`src/rtl/tick_gen_pkg.sv`:
```
// Shared types and helpers for the tick/burst waveform generator.
//   state_t      : run-control FSM state (IDLE, RUN)
//   MIN_PERIOD   : smallest legal output period in clk cycles
//   clamp_period : P = max(period, MIN_PERIOD)
//   clamp_high   : H = min(high_time, P-1)
// The helpers work on 32-bit values so that any CNT_W up to 32 can use them.
// Callers cast the result back to their own width.
package tick_gen_pkg;

  typedef enum logic {
    IDLE = 1'b0,
    RUN  = 1'b1
  } state_t;

  localparam logic [31:0] MIN_PERIOD = 32'd2;

  function automatic logic [31:0] clamp_period(input logic [31:0] period);
    return (period < MIN_PERIOD) ? MIN_PERIOD : period;
  endfunction

  // p is already clamped, so p - 1 cannot underflow.
  function automatic logic [31:0] clamp_high(input logic [31:0] high_time,
                                             input logic [31:0] p);
    return (high_time > (p - 32'd1)) ? (p - 32'd1) : high_time;
  endfunction

endpackage

```
`src/rtl/tick_burst_gen_phase_counter.sv`:
```
// Phase counter for one output cycle of the tick/burst generator.
// It counts 0 .. term and then wraps back to 0.
// Ports:
//   clk, rst_n : system clock, asynchronous active-low reset
//   clear      : force phase to 0 (wins over enable)
//   enable     : advance phase by one this cycle
//   term       : terminal phase value (P-1)
//   phase      : current phase
//   wrap       : phase is at the terminal value (last clk of the output cycle)
module phase_counter #(
  parameter int CNT_W = 16
) (
  input  logic             clk,
  input  logic             rst_n,
  input  logic             clear,
  input  logic             enable,
  input  logic [CNT_W-1:0] term,
  output logic [CNT_W-1:0] phase,
  output logic             wrap
);

  logic [CNT_W-1:0] phase_q;

  // NOTE: sequential state uses non-blocking assignments, so every flop samples
  // pre-edge values regardless of block ordering.
  always_ff @(posedge clk or negedge rst_n) begin
    if (!rst_n) begin
      phase_q <= '0;
    end else if (clear) begin
      phase_q <= '0;
    end else if (enable) begin
      if (phase_q == term) phase_q <= '0;
      else                 phase_q <= phase_q + CNT_W'(1);
    end
  end

  assign phase = phase_q;
  assign wrap  = (phase_q == term);

endmodule

```
`src/rtl/tick_burst_gen.sv`:
```
// Programmable-period, programmable-duty waveform and tick generator.
// It runs continuously (burst_len == 0) or for burst_len output cycles.
// Ports:
//   clk, rst_n  : system clock, asynchronous active-low reset
//   start       : request a run (sampled in IDLE only)
//   stop        : abort a run (sampled in any state, wins over start)
//   period      : clk cycles per output cycle (latched on start, min 2)
//   high_time   : clk cycles the wave is high (latched on start, max P-1)
//   burst_len   : output cycles per run, 0 = continuous (latched on start)
//   wave        : duty-cycle waveform
//   tick        : one-cycle pulse in the last clk of each output cycle
//   busy        : run in progress
//   done        : one-cycle pulse after a burst completes without stop
//   cycles_done : output cycles completed in the current or last run
// All outputs decode from state, the latched configuration and the counters.
// No input reaches an output combinationally.
module tick_burst_gen
  import tick_gen_pkg::*;
#(
  parameter int CNT_W   = 16,
  parameter int BURST_W = 16
) (
  input  logic               clk,
  input  logic               rst_n,
  input  logic               start,
  input  logic               stop,
  input  logic [CNT_W-1:0]   period,
  input  logic [CNT_W-1:0]   high_time,
  input  logic [BURST_W-1:0] burst_len,
  output logic               wave,
  output logic               tick,
  output logic               busy,
  output logic               done,
  output logic [BURST_W-1:0] cycles_done
);

  state_t             state_q, state_d;
  logic [CNT_W-1:0]   p_q, h_q, p_lat, h_lat, term, phase;
  logic [BURST_W-1:0] b_q, cycles_q, cycles_inc;
  logic               in_run, start_ok, wrap, tick_int, last_tick, done_q;

  assign in_run     = (state_q == RUN);
  assign start_ok   = (state_q == IDLE) && start && !stop;
  assign p_lat      = CNT_W'(clamp_period(32'(period)));
  assign h_lat      = CNT_W'(clamp_high(32'(high_time), 32'(p_lat)));
  assign term       = p_q - CNT_W'(1);
  assign tick_int   = in_run && wrap;
  assign cycles_inc = cycles_q + BURST_W'(1);
  // Final tick of a burst: the count reaches B at the edge ending this cycle.
  assign last_tick  = tick_int && (b_q != '0) && (cycles_inc == b_q);

  // The phase is held at 0 throughout IDLE, so the first RUN cycle starts at phase 0.
  phase_counter #(.CNT_W(CNT_W)) u_phase (
    .clk    (clk),
    .rst_n  (rst_n),
    .clear  (!in_run),
    .enable (in_run),
    .term   (term),
    .phase  (phase),
    .wrap   (wrap)
  );

  // State register
  always_ff @(posedge clk or negedge rst_n) begin
    if (!rst_n) state_q <= IDLE;
    else        state_q <= state_d;
  end

  // Next-state logic
  // NOTE: the default assignment first keeps this block free of inferred
  // latches on any path the case does not cover.
  always_comb begin
    state_d = state_q;
    unique case (state_q)
      IDLE: if (start_ok)          state_d = RUN;
      RUN:  if (stop || last_tick) state_d = IDLE;
      default:                     state_d = IDLE;
    endcase
  end

  // Latched configuration, burst counter and done pulse
  // NOTE: the configuration registers are reset along with the counters.
  // They are few and are rewritten on every start, so resetting them costs
  // little and keeps them out of X.
  always_ff @(posedge clk or negedge rst_n) begin
    if (!rst_n) begin
      p_q      <= CNT_W'(MIN_PERIOD);
      h_q      <= '0;
      b_q      <= '0;
      cycles_q <= '0;
      done_q   <= 1'b0;
    end else begin
      done_q <= last_tick && !stop;
      if (start_ok) begin
        p_q      <= p_lat;
        h_q      <= h_lat;
        b_q      <= burst_len;
        cycles_q <= '0;
      end else if (tick_int && (cycles_q != '1)) begin
        // This increment still happens when stop coincides with a tick.
        // It saturates, which only matters in continuous mode.
        cycles_q <= cycles_inc;
      end
    end
  end

  // Output decode
  always_comb begin
    busy = in_run;
    wave = in_run && (phase < h_q);
    tick = tick_int;
    done = done_q;
  end

  assign cycles_done = cycles_q;

endmodule

```
`config.mk`:
```
export PLATFORM = sky130hd
export DESIGN_NAME = tick_burst_gen
export DESIGN_NICKNAME = d
export VERILOG_FILES = /design/src/rtl/tick_gen_pkg.sv /design/src/rtl/tick_burst_gen_phase_counter.sv /design/src/rtl/tick_burst_gen.sv
export SDC_FILE = /design/constraint.sdc
export NUM_CORES = 1
export LEC_CHECK = 0
export ABC_AREA = 1
export CAP_MARGIN = 20
export CORE_AREA = 2 2 131 133
export CTS_BUF_LIST = sky130_fd_sc_hd__clkbuf_16
export CTS_CLUSTER_SIZE = 25
export DETAILED_ROUTE_END_ITERATION = 12
export DIE_AREA = 0 0 133 135
export MAX_ROUTING_LAYER = met4
export PLACE_DENSITY_LB_ADDON = 0.3
export SLEW_MARGIN = 0
export SYNTH_ARGS = -nofsm -noshare
export SYNTH_HDL_FRONTEND = slang
export SYNTH_SLANG_ARGS = --single-unit
```
`constraint.sdc`:
```
create_clock -name clk -period 2.5 [get_ports clk]
set_input_delay 0.5 -clock clk [delete_from_list [all_inputs] [get_ports clk]]
set_output_delay 0.5 -clock clk [all_outputs]
set_load 0.02 [all_outputs]
```
==> reports/qor.csv, run 1 <==
stage,metric,value,unit
critical_path,cpPeakStageDelay,0.30,ns
final_layout,fill_cells,1481,
critical_path,setup.worst_path.start,period[13],
final_layout,layout.area.seq,2050,um2
sta,hold_viol,0,
cts,cts_sinks,82,
sta,setup_violations,17,
critical_path,required,2.76,ns
critical_path,crit_top_cell,nand2_2,
routing,drtIter0Drc,295,
die,io_pins,72,
die,die_area,18000,um2
sta,fin_crit_sh,1.24,
die,rows,47,
final_layout,final_cells,1392,
synthesis,syn_inst,963,
critical_path,worstSetupPathType,input port to flip-flop,
routing,finalWirelength,19200,um
cts,cts_buffers,9,
final_layout,syn_to_final_growth,42.5,%
critical_path,crit_buf_inv,4,
synthesis,ys_top_cells_by_count,"310 x nand2_1, 120 x inv_1, 109 x nor2_1",
synthesis,ys_seq_elements,82,
final_layout,drive_above_1_share,0.252,
routing,met2RoutedLength,8730,um
cts,path_clk_slew,0.07,ns
synthesis,synth_most_common_cell,nand2_1,
min_path,min_path_type,input port to asynchronous set/reset pin,
final_layout,nNetsFinal,1254,
synthesis,synthTopCellsByArea,"dfrtp_1 31%, nand2_1 18%, inv_1 7.0%",
placement,dpl.hpwl,14700,um
routing,drt-met1-wl,9500,um
synthesis,synthDistinctLibCells,43,
sta,timing.hold.ws,0.0209,ns
routing,route.met3.wl,749,um
synthesis,netlist_area,6470,um2
run,max-cap-violations,0,
synthesis,yosys.area.top_type,dfrtp_1,
global_route,grt_overflow,0,
routing,vias,6821,
sta,tightest_slew,0.439,ns
routing,first_pass_iters,4,
cts,root_buffer,clkbuf_16,
cts,cts_tree,built,
routing,antenna_left,0,
routing,post_drt_via_cell_ratio,4.90,
final_layout,final_core_util,0.562,
sta,rsz0062_at_grt,true,
power_and_ir_drop,finalPower,4.83,mW
final_layout,antenna_cells,0,
routing,drc,0,
critical_path,path_delay_family,simple AND/OR/NAND/NOR gates,
placement,postPlaceCellArea,8450,um2
die,die_w,133,um
power_and_ir_drop,p_leak,4.48,nW
synthesis,syn_nets,1050,
synthesis,yosysSeqAreaShare,0.317,
synthesis,ys.flop_type,dfrtp_1,
sta,slew_viol_final,0,
placement,dp_slack,-1.49,ns
power_and_ir_drop,p_per_area,524,nW/um2
sta,fin_skew,0.0106,ns
global_route,grt_max_degree,48,
global_route,grt_pass1_wl,32000,um
cts,clk_latency,0.34,ns
final_layout,fin_area,9220,um2
status,status,finished with violations,
critical_path,crit_fanout,6,
sta,fin_crit,3.09,ns
cts,htreeDepth,3,
critical_path,r2r_start,p_q[1]$_DFFE_PN1P_,
critical_path,worst-endpoint-arrival,3.35,ns
routing,wl_per_cell,13.8,um
placement,place.gp.congestion,0.918,
synthesis,yosysWarnings,0,
synthesis,synthArstFlopShare,1.00,
status,violations,setup timing,
synthesis,synth-edff-count,0,
sta,tns,-9.14,ns
critical_path,end_kind,flip-flop,
die,core-area,16400,um2
sta,clock.fmax,323,MHz
placement,io_buffers,71,
critical_path,worst_path_max_delay_cell,ha_1,
die,die_height,135,um
cts,cts.hold.buffers_added,0,
critical_path,startpoint_type,input port,
cts,clockBufferDepth,2,
global_route,antenna_found_initial,0,
die,initial_core_util,0.394,
global_route,grt_use_total,0.227,
synthesis,synth.avg_cell_area,6.72,um2
global_route,grt_pass1_vias,6561,
power_and_ir_drop,ir_drop,0.000392,V
sta,relSlewSlack,0.706,
sta,worst_slack,-0.594,ns
final_layout,multi_input_area,4220,um2
routing,top_layer,met4,
synthesis,synth_top_area_share,0.313,
placement,dp.cells,1362,
==> layout by cell type (no fill, tap or decap), types with 3 or more instances in the layout <==
| cell type | n |
|---|---|
| nand4_1 | 14 |
| nor2_2 | 13 |
| clkbuf_16 | 9 |
| buf_4 | 134 |
| dfrtp_1 | 80 |
| a21oi_1 | 12 |
| clkdlybuf4s50_1 | 53 |
| nand3b_1 | 13 |
| buf_12 | 4 |
| nand2_2 | 23 |
| bufinv_16 | 3 |
| nor2_4 | 11 |
| inv_1 | 111 |
| nor2_1 | 94 |
| o21ai_1 | 17 |
| nand3_2 | 22 |
| ha_4 | 8 |
| o21bai_1 | 3 |
| xnor2_1 | 11 |
| and2_1 | 3 |
| xor2_1 | 20 |
| inv_2 | 11 |
| nor3_1 | 10 |
| nand3_1 | 76 |
| ha_1 | 27 |
| buf_6 | 12 |
| o21ai_0 | 34 |
| o21ai_2 | 8 |
| buf_2 | 4 |
| a21oi_2 | 4 |
| nand2_1 | 288 |
| nand3_4 | 4 |
| nor3_2 | 5 |
==> metal layers <==
metal  up-vias  global-route usage
met5         -                   -
met4         0              0.0621
met3        23              0.0248
met2       151               0.353
met1      3153               0.315
li1       3494                   -
==> where the power goes <==
part           switching (mW)  total (mW)  internal, mW  leakage (nW)
Clock                   0.552        1.52         0.970         0.172
Combinational           0.909        1.67         0.765          3.24
Sequential              0.134        1.63          1.50          1.06
Total                    1.59        4.83          3.23          4.48
==> flip-flops by register name, indices dropped and copies added (netlist names) <==
register / cells
u_phase.phase: 16
busy: 1
p_q: 16
cycles_done: 16
done: 1
b_q: 16
h_q: 16
==> final cells by class <==
class | instances | share of cell area
Multi-Input combinational cell | 738 | 0.458
Sequential cell | 82 | 0.223
Timing Repair Buffer | 212 | 0.200
Inverter | 123 | 0.0512
Tap cell | 220 | 0.0299
Clock buffer | 9 | 0.0244
Clock inverter | 7 | 0.0121
Timing Repair inverter | 1 | 0.000950
==> final timing paths <==
| kind | to | slack [ns] | cells past startpoint |
|---|---|---|---|
| max in group asynchronous | p_q[11]$_DFFE_PN0P_ | 1.82 | 2 |
| min in group clk | p_q[15]$_DFFE_PN0P_ | 0.48 | 4 |
| min reg2reg | h_q[11]$_DFFE_PN0P_ | 0.50 | 2 |
| max reg2reg | busy$_DFF_PN0_ | 0.16 | 14 |
| max | h_q[8]$_DFFE_PN0P_ | -0.59 | 25 |
| min | u_phase.phase[1]$_DFF_PN0_ | 0.02 | 1 |
==> kinds of logic after synthesis <==
family,count (synthesis),share of synthesized area
AO/OA/AOI/OAI,86,0.0752
AND/OR/NAND/NOR,584,0.406
flip-flops,82,0.317
adder cells (fa/ha/maj),35,0.0677
buffers and inverters,143,0.0867
XOR/XNOR,33,0.0468
==> worst reg2reg max path, cell delays in order, from the launching register on <==
cell and delay [ns]:
dfstp_2 0.53, inv_2 0.04, ha_4 0.26, inv_2 0.03, nand2_2 0.05, nand2_2 0.07
nor2_4 0.12, nor2b_1 0.19, nand2_1 0.07, nor2_1 0.10, nand3_2 0.15, nor3_1 0.31
nand3_1 0.16, nand2_1 0.09, nand2_1 0.05
==> repair_timing <==
action	4_1_cts	5_1_grt
endpoints found under the setup margin	18	27
pin swaps	39	17
setup buffers	9	3
endpoints found under the hold margin	0	0
gates resized for setup	141	25
cloned	2	0
Note: power is estimated with default switching activity, not from simulation.
==> run 2: changes to the inputs <==
- GPL_ROUTABILITY_DRIVEN: unset -> 0
- REMOVE_ABC_BUFFERS: unset -> 1
==> run 2 against run 1 <==
  * The flow still finishes with violations (setup timing)
  * First-iteration DRC count grew 51%
  * Cell count rose by 0.36%
  * Combinational power is 3% lower
  * Sequential share of layout area grew 0.11 points
  * Sequential power is essentially flat
  * Sequential cell count did not move
==> reports/qor.csv, run 2 (same netlist as run 1, synthesis figures left out) <==
stage,metric,value,unit
critical_path,crit_buf_inv,4,
die,io_pins,72,
critical_path,worstSetupPathType,input port to flip-flop,
cts,path_clk_slew,0.06,ns
critical_path,rr_endpoint,cycles_done[3]$_DFFE_PN0P_,
cts,clk_latency,0.35,ns
critical_path,worst_path_max_delay_cell,ha_4,
final_layout,drive_above_1_share,0.257,
power_and_ir_drop,ir_drop,0.000457,V
final_layout,antenna_cells,0,
critical_path,reg2regPathDepth,15,
routing,first_pass_iters,5,
sta,hold_viol,0,
power_and_ir_drop,p_int,2.98,mW
critical_path,setup.worst_path.start,period[13],
sta,timing.hold.ws,0.0811,ns
sta,tightest_slew,0.464,ns
placement,dpl.hpwl,13900,um
placement,dp_slack,-1.79,ns
final_layout,final_common_cell,nand2_1,
die,die_area,18000,um2
power_and_ir_drop,p_sw_frac,0.346,
critical_path,worst-endpoint-arrival,3.65,ns
placement,dp.cells,1357,
sta,tns,-13.62,ns
power_and_ir_drop,p_comb_frac,0.355,
final_layout,final_core_util,0.558,
run,max-cap-violations,0,
final_layout,final_cell_mix,"290 x nand2_1, 141 x buf_4, 112 x inv_1",
final_layout,fin_area,9160,um2
global_route,grt_overflow,0,
sta,worst_slack,-0.863,ns
final_layout,fill_cells,1500,
sta,slew_viol_final,0,
critical_path,required,2.79,ns
cts,cts_tree,built,
sta,setup_violations,17,
global_route,antenna_found_initial,0,
power_and_ir_drop,p_leak,4.51,nW
critical_path,path_delay_family,simple AND/OR/NAND/NOR gates,
routing,antenna_left,0,
min_path,min_path_type,input port to asynchronous set/reset pin,
power_and_ir_drop,p_per_area,498,nW/um2
cts,cts_buffers,9,
routing,wl_per_cell,13.3,um
global_route,grt_max_degree,63,
power_and_ir_drop,p_switching,1.58,mW
critical_path,cpPeakStageDelay,0.28,ns
sta,fin_skew,0.0111,ns
status,violations,setup timing,
final_layout,final_cells,1397,
critical_path,r2r_start,p_q[1]$_DFFE_PN1P_,
final_layout,nNetsFinal,1259,
die,rows,47,
cts,root_buffer,clkbuf_16,
power_and_ir_drop,sequentialPowerShare,0.356,
critical_path,end_kind,flip-flop,
critical_path,startpoint_type,input port,
power_and_ir_drop,clkPwrFrac,0.289,
sta,relSlewSlack,0.690,
routing,finalWirelength,18600,um
cts,cts_sinks,82,
global_route,grt_use_total,0.218,
sta,fin_crit_sh,1.35,
routing,drtIter0Drc,444,
routing,post_drt_via_cell_ratio,4.86,
global_route,grt_pass1_wl,30900,um
placement,io_buffers,71,
die,die_height,135,um
final_layout,syn_to_final_growth,41.6,%
die,initial_core_util,0.394,
sta,clock.fmax,297,MHz
status,status,finished with violations,
cts,clockBufferDepth,2,
sta,fin_crit,3.36,ns
global_route,grt_pass1_vias,6568,
cts,cts.hold.buffers_added,0,
critical_path,r2r_slack,0.17,ns
placement,postPlaceCellArea,8330,um2
routing,drc,0,
cts,htreeDepth,3,
sta,rsz0062_at_grt,true,
die,core-area,16400,um2
critical_path,crit_fanout,5,
die,die_w,133,um
routing,vias,6786,
power_and_ir_drop,finalPower,4.56,mW
[run 2: cell type report]
type	instances	area, um2	area share
multi-input combinational	738	4210	0.460
sequential	82	2050	0.224
timing repair buffer	218	1870	0.204
inverter	123	465	0.0508
tap	220	275	0.0300
clock buffer	9	225	0.0246
clock inverter	7	62.6	0.00683
[run 2: worst max path at each step]
stage / to / cells past startpoint
3_3_place_gp: h_q[13]$_DFFE_PN0P_ / 24
6_report: h_q[14]$_DFFE_PN0P_ / 25
3_5_place_dp: h_q[12]$_DFFE_PN0P_ / 24
4_1_cts: h_q[3]$_DFFE_PN0P_ / 25
5_1_grt: h_q[5]$_DFFE_PN0P_ / 25
2_1_floorplan: cycles_done[15]$_DFFE_PN0P_ / 6
[run 2: power groups by stage]
| stage | Sequential [mW] | Combinational (mW) | Clock [mW] |
|---|---|---|---|
| finish | 1.63 | 1.62 | 1.32 |
| global route | 1.65 | 1.83 | 1.39 |
| CTS | 1.62 | 1.55 | 1.34 |
| detailed placement | 1.64 | 1.46 | 0 |
| global placement | 1.64 | 1.43 | 0 |
| floorplan | 1.62 | 0.843 | 0 |
[run 2: per-layer routing]
metal	vias to the layer above	GRT usage	wire length, um
li1	3502	-	-
met5	-	-	0
met3	33	0.0252	789
met2	161	0.339	8420
met4	0	0.0693	366
met1	3090	0.300	9080
[run 2: timing repair]
action	in CTS	in global routing
gates cloned	2	0
endpoints found under the setup margin	18	25
pin swaps	24	36
buffers inserted	17	5
gates resized for setup	146	44
==> run 3: changes to the inputs <==
- SLEW_MARGIN: 0 -> 20
==> results of run 3 <==
Same layout as run 2: the final DEF is identical, and so are final timing and power.
